$ cat src/rtl/id_stage.sv
// RV64I decode stage: regfile read, immediate build and ALU operand select, registered toward execute.
// Optional illegal-instruction detection is built when ID_ILLEGAL_INST_EN is defined.
module id_stage #(
    parameter int XLEN = 64
) (
    input  logic            clk,
    input  logic            rst,
    input  logic            flush,
    input  logic            in_valid,
    output logic            in_ready,
    input  logic [31:0]     in_inst,
    input  logic [XLEN-1:0] in_pc,
    output logic [4:0]      rs1_addr,
    output logic [4:0]      rs2_addr,
    input  logic [XLEN-1:0] rs1_data,
    input  logic [XLEN-1:0] rs2_data,
    output logic            out_valid,
    input  logic            out_ready,
    output logic [4:0]      out_opcode,
    output logic [2:0]      out_func3,
    output logic            out_func7,
    output logic [XLEN-1:0] out_operand1,
    output logic [XLEN-1:0] out_operand2,
    output logic [XLEN-1:0] out_store_data,
    output logic [4:0]      out_rd,
    output logic            out_reg_write,
    output logic [XLEN-1:0] out_pc,
    output logic [XLEN-1:0] out_target,
    output logic            out_illegal
);
    localparam logic [4:0] OP_LOAD  = 5'b00000;
    localparam logic [4:0] OP_I     = 5'b00100;
    localparam logic [4:0] OP_AUIPC = 5'b00101;
    localparam logic [4:0] OP_I_W   = 5'b00110;
    localparam logic [4:0] OP_S     = 5'b01000;
    localparam logic [4:0] OP_R     = 5'b01100;
    localparam logic [4:0] OP_LUI   = 5'b01101;
    localparam logic [4:0] OP_R_W   = 5'b01110;
    localparam logic [4:0] OP_B     = 5'b11000;
    localparam logic [4:0] OP_JALR  = 5'b11001;
    localparam logic [4:0] OP_JAL   = 5'b11011;

    logic [4:0]      opcode;
    logic [2:0]      func3;
    logic [XLEN-1:0] imm_i, imm_s, imm_b, imm_u, imm_j;
    logic [XLEN-1:0] op1, op2, target;
    logic            func7, reg_write, illegal, accept;

    logic            valid_d, valid_q;
    logic [4:0]      opcode_d, opcode_q, rd_d, rd_q;
    logic [2:0]      func3_d, func3_q;
    logic            func7_d, func7_q, reg_write_d, reg_write_q, illegal_d, illegal_q;
    logic [XLEN-1:0] op1_d, op1_q, op2_d, op2_q, store_d, store_q;
    logic [XLEN-1:0] pc_d, pc_q, target_d, target_q;

    assign rs1_addr = in_inst[19:15];
    assign rs2_addr = in_inst[24:20];

    // Handshake: a transfer happens on a cycle where valid && ready; the
    // producer holds its payload stable while valid && !ready. The output
    // register can take a new instruction whenever it is empty or draining.
    assign in_ready = !valid_q || out_ready;
    assign accept   = in_valid && in_ready;

    always_comb begin
        opcode = in_inst[6:2];
        func3  = in_inst[14:12];
        imm_i  = {{(XLEN-12){in_inst[31]}}, in_inst[31:20]};
        imm_s  = {{(XLEN-12){in_inst[31]}}, in_inst[31:25], in_inst[11:7]};
        imm_b  = {{(XLEN-13){in_inst[31]}}, in_inst[31], in_inst[7], in_inst[30:25],
                  in_inst[11:8], 1'b0};
        imm_u  = {{(XLEN-32){in_inst[31]}}, in_inst[31:12], 12'b0};
        imm_j  = {{(XLEN-21){in_inst[31]}}, in_inst[31], in_inst[19:12], in_inst[20],
                  in_inst[30:21], 1'b0};
        op1       = '0;
        op2       = '0;
        target    = '0;
        func7     = 1'b0;
        reg_write = 1'b0;
        case (opcode)
            OP_R, OP_R_W: begin
                op1 = rs1_data; op2 = rs2_data; func7 = in_inst[30]; reg_write = 1'b1;
            end
            OP_B: begin
                op1 = rs1_data; op2 = rs2_data; target = in_pc + imm_b;
            end
            OP_I, OP_I_W: begin
                op1 = rs1_data; op2 = imm_i; reg_write = 1'b1;
                func7 = (func3 == 3'b101) ? in_inst[30] : 1'b0;
            end
            OP_LOAD:  begin op1 = rs1_data; op2 = imm_i; reg_write = 1'b1; end
            OP_S:     begin op1 = rs1_data; op2 = imm_s; end
            OP_LUI:   begin op2 = imm_u; reg_write = 1'b1; end
            OP_AUIPC: begin op1 = in_pc; op2 = imm_u; reg_write = 1'b1; end
            OP_JAL: begin
                op1 = in_pc; op2 = imm_j; target = in_pc + imm_j; reg_write = 1'b1;
            end
            OP_JALR: begin
                op1 = in_pc; op2 = imm_i; reg_write = 1'b1;
                target = (rs1_data + imm_i) & ~{{(XLEN-1){1'b0}}, 1'b1};
            end
            default: ;
        endcase
`ifdef ID_ILLEGAL_INST_EN
        illegal = (in_inst[1:0] != 2'b11);
        case (opcode)
            OP_R, OP_I, OP_LOAD, OP_S, OP_LUI, OP_AUIPC, OP_JAL: ;
            OP_B:         if (func3 == 3'b010 || func3 == 3'b011) illegal = 1'b1;
            OP_R_W, OP_I_W:
                if (func3 != 3'b000 && func3 != 3'b001 && func3 != 3'b101) illegal = 1'b1;
            OP_JALR:      if (func3 != 3'b000) illegal = 1'b1;
            default:      illegal = 1'b1;
        endcase
`else
        illegal = 1'b0;
`endif
        // x0 is never written; an illegal instruction must not update state either.
        reg_write = reg_write && (in_inst[11:7] != 5'd0) && !illegal;
    end

    always_comb begin
        valid_d     = valid_q;
        opcode_d    = opcode_q;
        func3_d     = func3_q;
        func7_d     = func7_q;
        op1_d       = op1_q;
        op2_d       = op2_q;
        store_d     = store_q;
        rd_d        = rd_q;
        reg_write_d = reg_write_q;
        pc_d        = pc_q;
        target_d    = target_q;
        illegal_d   = illegal_q;
        if (flush) begin
            valid_d = 1'b0;
        end else if (accept) begin
            valid_d     = 1'b1;
            opcode_d    = opcode;
            func3_d     = func3;
            func7_d     = func7;
            op1_d       = op1;
            op2_d       = op2;
            store_d     = rs2_data;
            rd_d        = in_inst[11:7];
            reg_write_d = reg_write;
            pc_d        = in_pc;
            target_d    = target;
            illegal_d   = illegal;
        end else if (out_ready) begin
            valid_d = 1'b0;
        end
    end

    always_ff @(posedge clk) begin
        if (rst) begin
            valid_q     <= 1'b0;
            opcode_q    <= '0;
            func3_q     <= '0;
            func7_q     <= 1'b0;
            op1_q       <= '0;
            op2_q       <= '0;
            store_q     <= '0;
            rd_q        <= '0;
            reg_write_q <= 1'b0;
            pc_q        <= '0;
            target_q    <= '0;
            illegal_q   <= 1'b0;
        end else begin
            valid_q     <= valid_d;
            opcode_q    <= opcode_d;
            func3_q     <= func3_d;
            func7_q     <= func7_d;
            op1_q       <= op1_d;
            op2_q       <= op2_d;
            store_q     <= store_d;
            rd_q        <= rd_d;
            reg_write_q <= reg_write_d;
            pc_q        <= pc_d;
            target_q    <= target_d;
            illegal_q   <= illegal_d;
        end
    end

    assign out_valid      = valid_q;
    assign out_opcode     = opcode_q;
    assign out_func3      = func3_q;
    assign out_func7      = func7_q;
    assign out_operand1   = op1_q;
    assign out_operand2   = op2_q;
    assign out_store_data = store_q;
    assign out_rd         = rd_q;
    assign out_reg_write  = reg_write_q;
    assign out_pc         = pc_q;
    assign out_target     = target_q;
    assign out_illegal    = illegal_q;
endmodule

$ cat config.mk
export PLATFORM = sky130hd
export DESIGN_NAME = id_stage
export DESIGN_NICKNAME = d
export VERILOG_FILES = /design/src/rtl/id_stage.sv
export SDC_FILE = /design/constraint.sdc
export NUM_CORES = 1
export LEC_CHECK = 0
export CAP_MARGIN = 20
export CORE_AREA = 2 2 226 228
export CTS_CLUSTER_DIAMETER = 150
export DETAILED_ROUTE_END_ITERATION = 12
export DIE_AREA = 0 0 228 230
export PLACE_DENSITY = 0.76
export SLEW_MARGIN = 40
export SYNTH_ARGS = -nofsm -noshare
export SYNTH_HDL_FRONTEND = slang
export SYNTH_SLANG_ARGS = --single-unit
$ cat constraint.sdc
create_clock -name clk -period 4.7 [get_ports clk]
set_input_delay 0.47 -clock clk [delete_from_list [all_inputs] [get_ports clk]]
set_output_delay 0.47 -clock clk [all_outputs]
set_load 0.01 [all_outputs]
==> results.rst <==
.. list-table::
   :header-rows: 1

   * - Metric
     - Value
   * - CTS buffer count
     - 39
   * - Layout overhead on the synthesized area
     - 40.0%
   * - DP Wirelength
     - 65.2 mm
   * - Worst Tran Pin Value
     - between 0.8 and 0.9 ns
   * - Via count of the first global-routing pass
     - 22300
   * - Clk Tree Root Cell
     - clkbuf_16
   * - Top post-synthesis cells by area
     - dfxtp_1 33%, a21oi_1 10%, nand2_1 8.0%, ha_1 7.8%, nand3_1 3.3%
   * - Worst slack after detailed placement
     - -0.510 ns
   * - Most frequently used cell type in the post-synthesis netlist
     - nand2_1
   * - Buffering stage count on the worst path with inverters included
     - 4
   * - Number of buffers inserted to repair setup after CTS
     - 0
   * - Worst path top cell family by delay
     - compound AO/OA/AOI/OAI gates
   * - Register clock-pin slew on the reported worst setup and hold paths
     - 0.06 ns
   * - Largest family of logic cells by synthesized area
     - compound AO/OA/AOI/OAI gates
   * - Cell breakdown of the critical path
     - clkdlybuf4s50_1 -> inv_1 -> nor2_2 -> nand4_1 -> o21ai_0 -> ha_1 -> inv_1 -> fa_1 -> nor2b_1 -> o31a_2 -> o211ai_1 -> a2111oi_2 -> buf_4 -> o211ai_1 -> o211ai_2 -> a31oi_2 -> o41a_1 -> xnor2_1 -> a221oi_1 -> nor3_1
   * - Achievable clock frequency
     - 224 MHz
   * - Pins Over Slew Limit
     - 0
   * - MaxCap Viol Count
     - 0
   * - CP arrival
     - around 5 ns
   * - Clock Latency Late Sink
     - 0.57 ns
   * - Total congestion overflow
     - 0
   * - Share of layout cells above drive strength 1
     - 6.79%
   * - Placer's final routability congestion estimate
     - around 0.96
   * - Proportion of synthesized flip-flops having asynchronous set or reset
     - 0%
   * - Cell count after synthesis
     - 2725
   * - Number of nets in the synthesized netlist
     - about 3100
   * - Routed wire length per instance
     - 21.7 um
   * - CTS tree
     - yes
   * - Die boundary width
     - between 200 and 250 um
   * - TritonCTS sink count
     - between 300 and 400
   * - Proportion of synthesized area in mux cells
     - 0.244%
   * - Startpoint class of the critical path
     - input port
   * - Highest ir drop seen on vdd
     - ~0.25 mV
   * - Most used standard cells in the synthesized netlist
     - 436 x nand2_1, 414 x a21oi_1, 336 x dfxtp_1, 181 x nor2_1, 176 x clkbuf_1
   * - Post-synth top area cell
     - dfxtp_1
   * - Final worst path period need
     - approximately 4.5 ns
   * - Netlist area before placement
     - about 20000 um^2
   * - Total number of vias
     - about 23000
   * - Number of remaining DRC errors
     - 0
   * - 1st-pass router iterations
     - 6
   * - Total power divided by cell area
     - 304 nW/um^2
   * - Met1 usage in global routing
     - about two fifths
   * - Global routing met3 resource utilization
     - just under 7%
   * - Classification of the worst-slack hold path
     - input port to flop
   * - Number of antenna violations at the first check in global routing
     - 6
   * - Maximum number of pins on one net before global-route repair
     - 139
   * - Routing layer with the top usage in global route
     - met2
   * - Area fraction of the dominant cell type after synthesis
     - about a third
   * - Non-Filler Instances
     - approximately 3900
   * - CTS max path bufs
     - 3
   * - Met2 GRT Util
     - about half
   * - Count of port buffers added during placement
     - approximately 570
   * - Initial Util
     - 41.1%
   * - Synthesized-area fraction occupied by ao, oa, aoi and oai cells
     - ~28%
   * - Slowest Stage Delay on Critical Path
     - ~0.50 ns
   * - Adder-cell share of the synthesized area
     - 7.96%
   * - Wirelength, routed
     - 85.6 mm
   * - Sequential standard cell area
     - about 6700 um^2
   * - Ratio of routed vias to standard cells
     - 5.92
   * - Maximum fanout along the worst path
     - 4
   * - Area taken by multi-input logic gates
     - roughly 13000 um^2
   * - Worst-case setup margin in the final layout
     - about 0.24 ns
   * - Core region area
     - between 40000 and 50000 um^2
   * - Slew margin rel.
     - between 40 and 50%
   * - Worst clock skew on the final layout
     - approximately 0.0098 ns
   * - Worst EP required
     - between 5 and 6 ns
   * - Result of the run
     - finished, final reports clean
   * - Leakage power summed over all cells
     - about 11 nW
   * - Leading register cell type out of synthesis
     - dfxtp_1
   * - Post-synth cell types
     - just over 80
   * - First-pass GRT wire length
     - ~130 mm
   * - Slowest cell on the critical path
     - clkdlybuf4s50_1
   * - Fillers
     - 4579
   * - Count of standard-cell rows
     - 82
   * - Final net count
     - 3602
   * - Category of the worst setup path capture point
     - flop
   * - Xor/xnor share of the synthesized area
     - 4.88%
   * - Setup violators final
     - 0
   * - Placed Cells incl. Taps
     - 3874
   * - Worst setup path category
     - input port to flop
   * - GRT Resource Usage Total
     - between 30% and 40%
   * - IO Count
     - approximately 580
   * - Count of H-tree levels built during CTS
     - 2
   * - Floorplan die area
     - about 52000 um^2
   * - Number of DRC violations after detailed-routing iteration 0
     - around 2300
   * - Number of register bits inferred by synthesis
     - approximately 340
   * - Count of flip-flops with a built-in enable after synthesis
     - 0
   * - Simple-Gate Fraction of Synth Area
     - 21.2%
   * - Number of antenna-violating nets in the routed design
     - 0
   * - Synth Warn #
     - 0
   * - Per-instance average area after synthesis
     - about 7.5 um^2
   * - Fin. Hold Viols
     - 0
   * - DIE HEIGHT
     - 230 um
   * - Final worst path period share
     - between 90 and 100%
   * - Sequential area share after synthesis
     - about a third
## registers in the layout, summed over array words and instances, names as in the netlist, 3 cells and up
register and flops:
out_operand1 64, out_operand2 64, out_pc 64, out_store_data 64, out_target 64, out_opcode 5
out_rd 5, out_func3 3
## worst paths after layout
kind	startpoint	end	slack, ns	cells past startpoint
setup reg to reg	out_valid	out_operand1[12]	2.23	7
hold reg to reg	out_pc[43]	out_pc[43]	0.45	2
setup / recovery	in_inst[3]	out_target[61]	0.24	20
hold / removal	rst	out_operand1[35]	0.29	2
## metal layers
metal,up-vias,share of wire [%]
li1,10900,-
met1,11200,41
met2,1112,47
met3,182,8.9
met4,4,3.4
met5,-,0.032
## worst reg2reg max path: cells and delay by family, from the launching register on
family	cells	cell delay, ns
AO/OA/AOI/OAI	2	0.51
AND/OR/NAND/NOR	2	0.59
buffers and inverters	3	0.98
flip-flops	1	0.33
## report_power, final
group	total (mW)	internal, mW	switching, mW	leakage, nW
clock	3.34	2.04	1.31	0.682
sequential	3.04	2.97	0.0701	2.74
combinational	2.33	1.02	1.31	7.39
## cell usage in the layout (no fill, tap or decap), types with 7 or more instances in the layout
cell type | netlist | layout
buf_4 | 13 | 118
clkbuf_16 | 0 | 39
o31ai_1 | 8 | 8
a21oi_1 | 414 | 414
nand2b_1 | 15 | 15
dfxtp_1 | 336 | 336
xnor2_1 | 70 | 70
a21o_1 | 72 | 72
o211ai_1 | 17 | 17
inv_1 | 39 | 39
a211oi_1 | 18 | 18
nand3_1 | 137 | 136
xor2_1 | 44 | 44
ha_1 | 127 | 127
o21ai_0 | 83 | 83
or3_1 | 11 | 11
o21a_1 | 9 | 9
clkbuf_1 | 176 | 7
o21bai_1 | 31 | 31
clkdlybuf4s50_1 | 0 | 571
nor3_1 | 81 | 80
nor2_1 | 181 | 180
clkbuf_8 | 0 | 7
a31oi_1 | 44 | 44
nand4_1 | 43 | 43
a221oi_1 | 53 | 53
a22oi_1 | 86 | 86
and3_1 | 10 | 9
and2_1 | 11 | 11
bufinv_16 | 0 | 7
nand2_1 | 436 | 436
nor2b_1 | 16 | 15
## layout make-up
type | count | area share [%]
multi-input cells | 2130 | 44.5
repair buffers | 698 | 23.7
flip-flops and latches | 336 | 23.5
clock buffers | 53 | 3.83
well taps | 672 | 2.93
clock inverters | 15 | 1.00
inverters | 39 | 0.511
diodes | 4 | 0.0349
## timing repair
item / 4_1_cts / 5_1_grt
gates resized for setup: 0 / 3
endpoints found under the setup margin: 0 / 11
hold buffers: 0 / 0
## per-stage QoR
stage | cell area [um^2] | setup TNS (ns) | hold WS [ns] | utilization (%) | total power [mW]
after floorplan | 20500 | 0 | 0.476 | - | 4.36
after global placement | 27200 | -4.78 | 0.441 | 54.5 | 5.34
after detailed placement | 27200 | -5.77 | 0.447 | 54.6 | 5.37
after CTS | 28600 | 0 | 0.452 | 57.3 | 8.72
after global routing | 28700 | -0.0376 | 0.284 | 57.5 | 9.06
final | 28700 | 0 | 0.294 | 57.5 | 8.71
## cell families after synthesis
logic type	count (synthesis)
xor gates and xnor gates	114
and+or+nand+nor	976
muxes	5
other	1
adders and majority gates	129
DFF	336
buffers and inverters	259
AOI/OAI and AO/OA	905
Note: power is estimated with default switching activity, not from simulation.
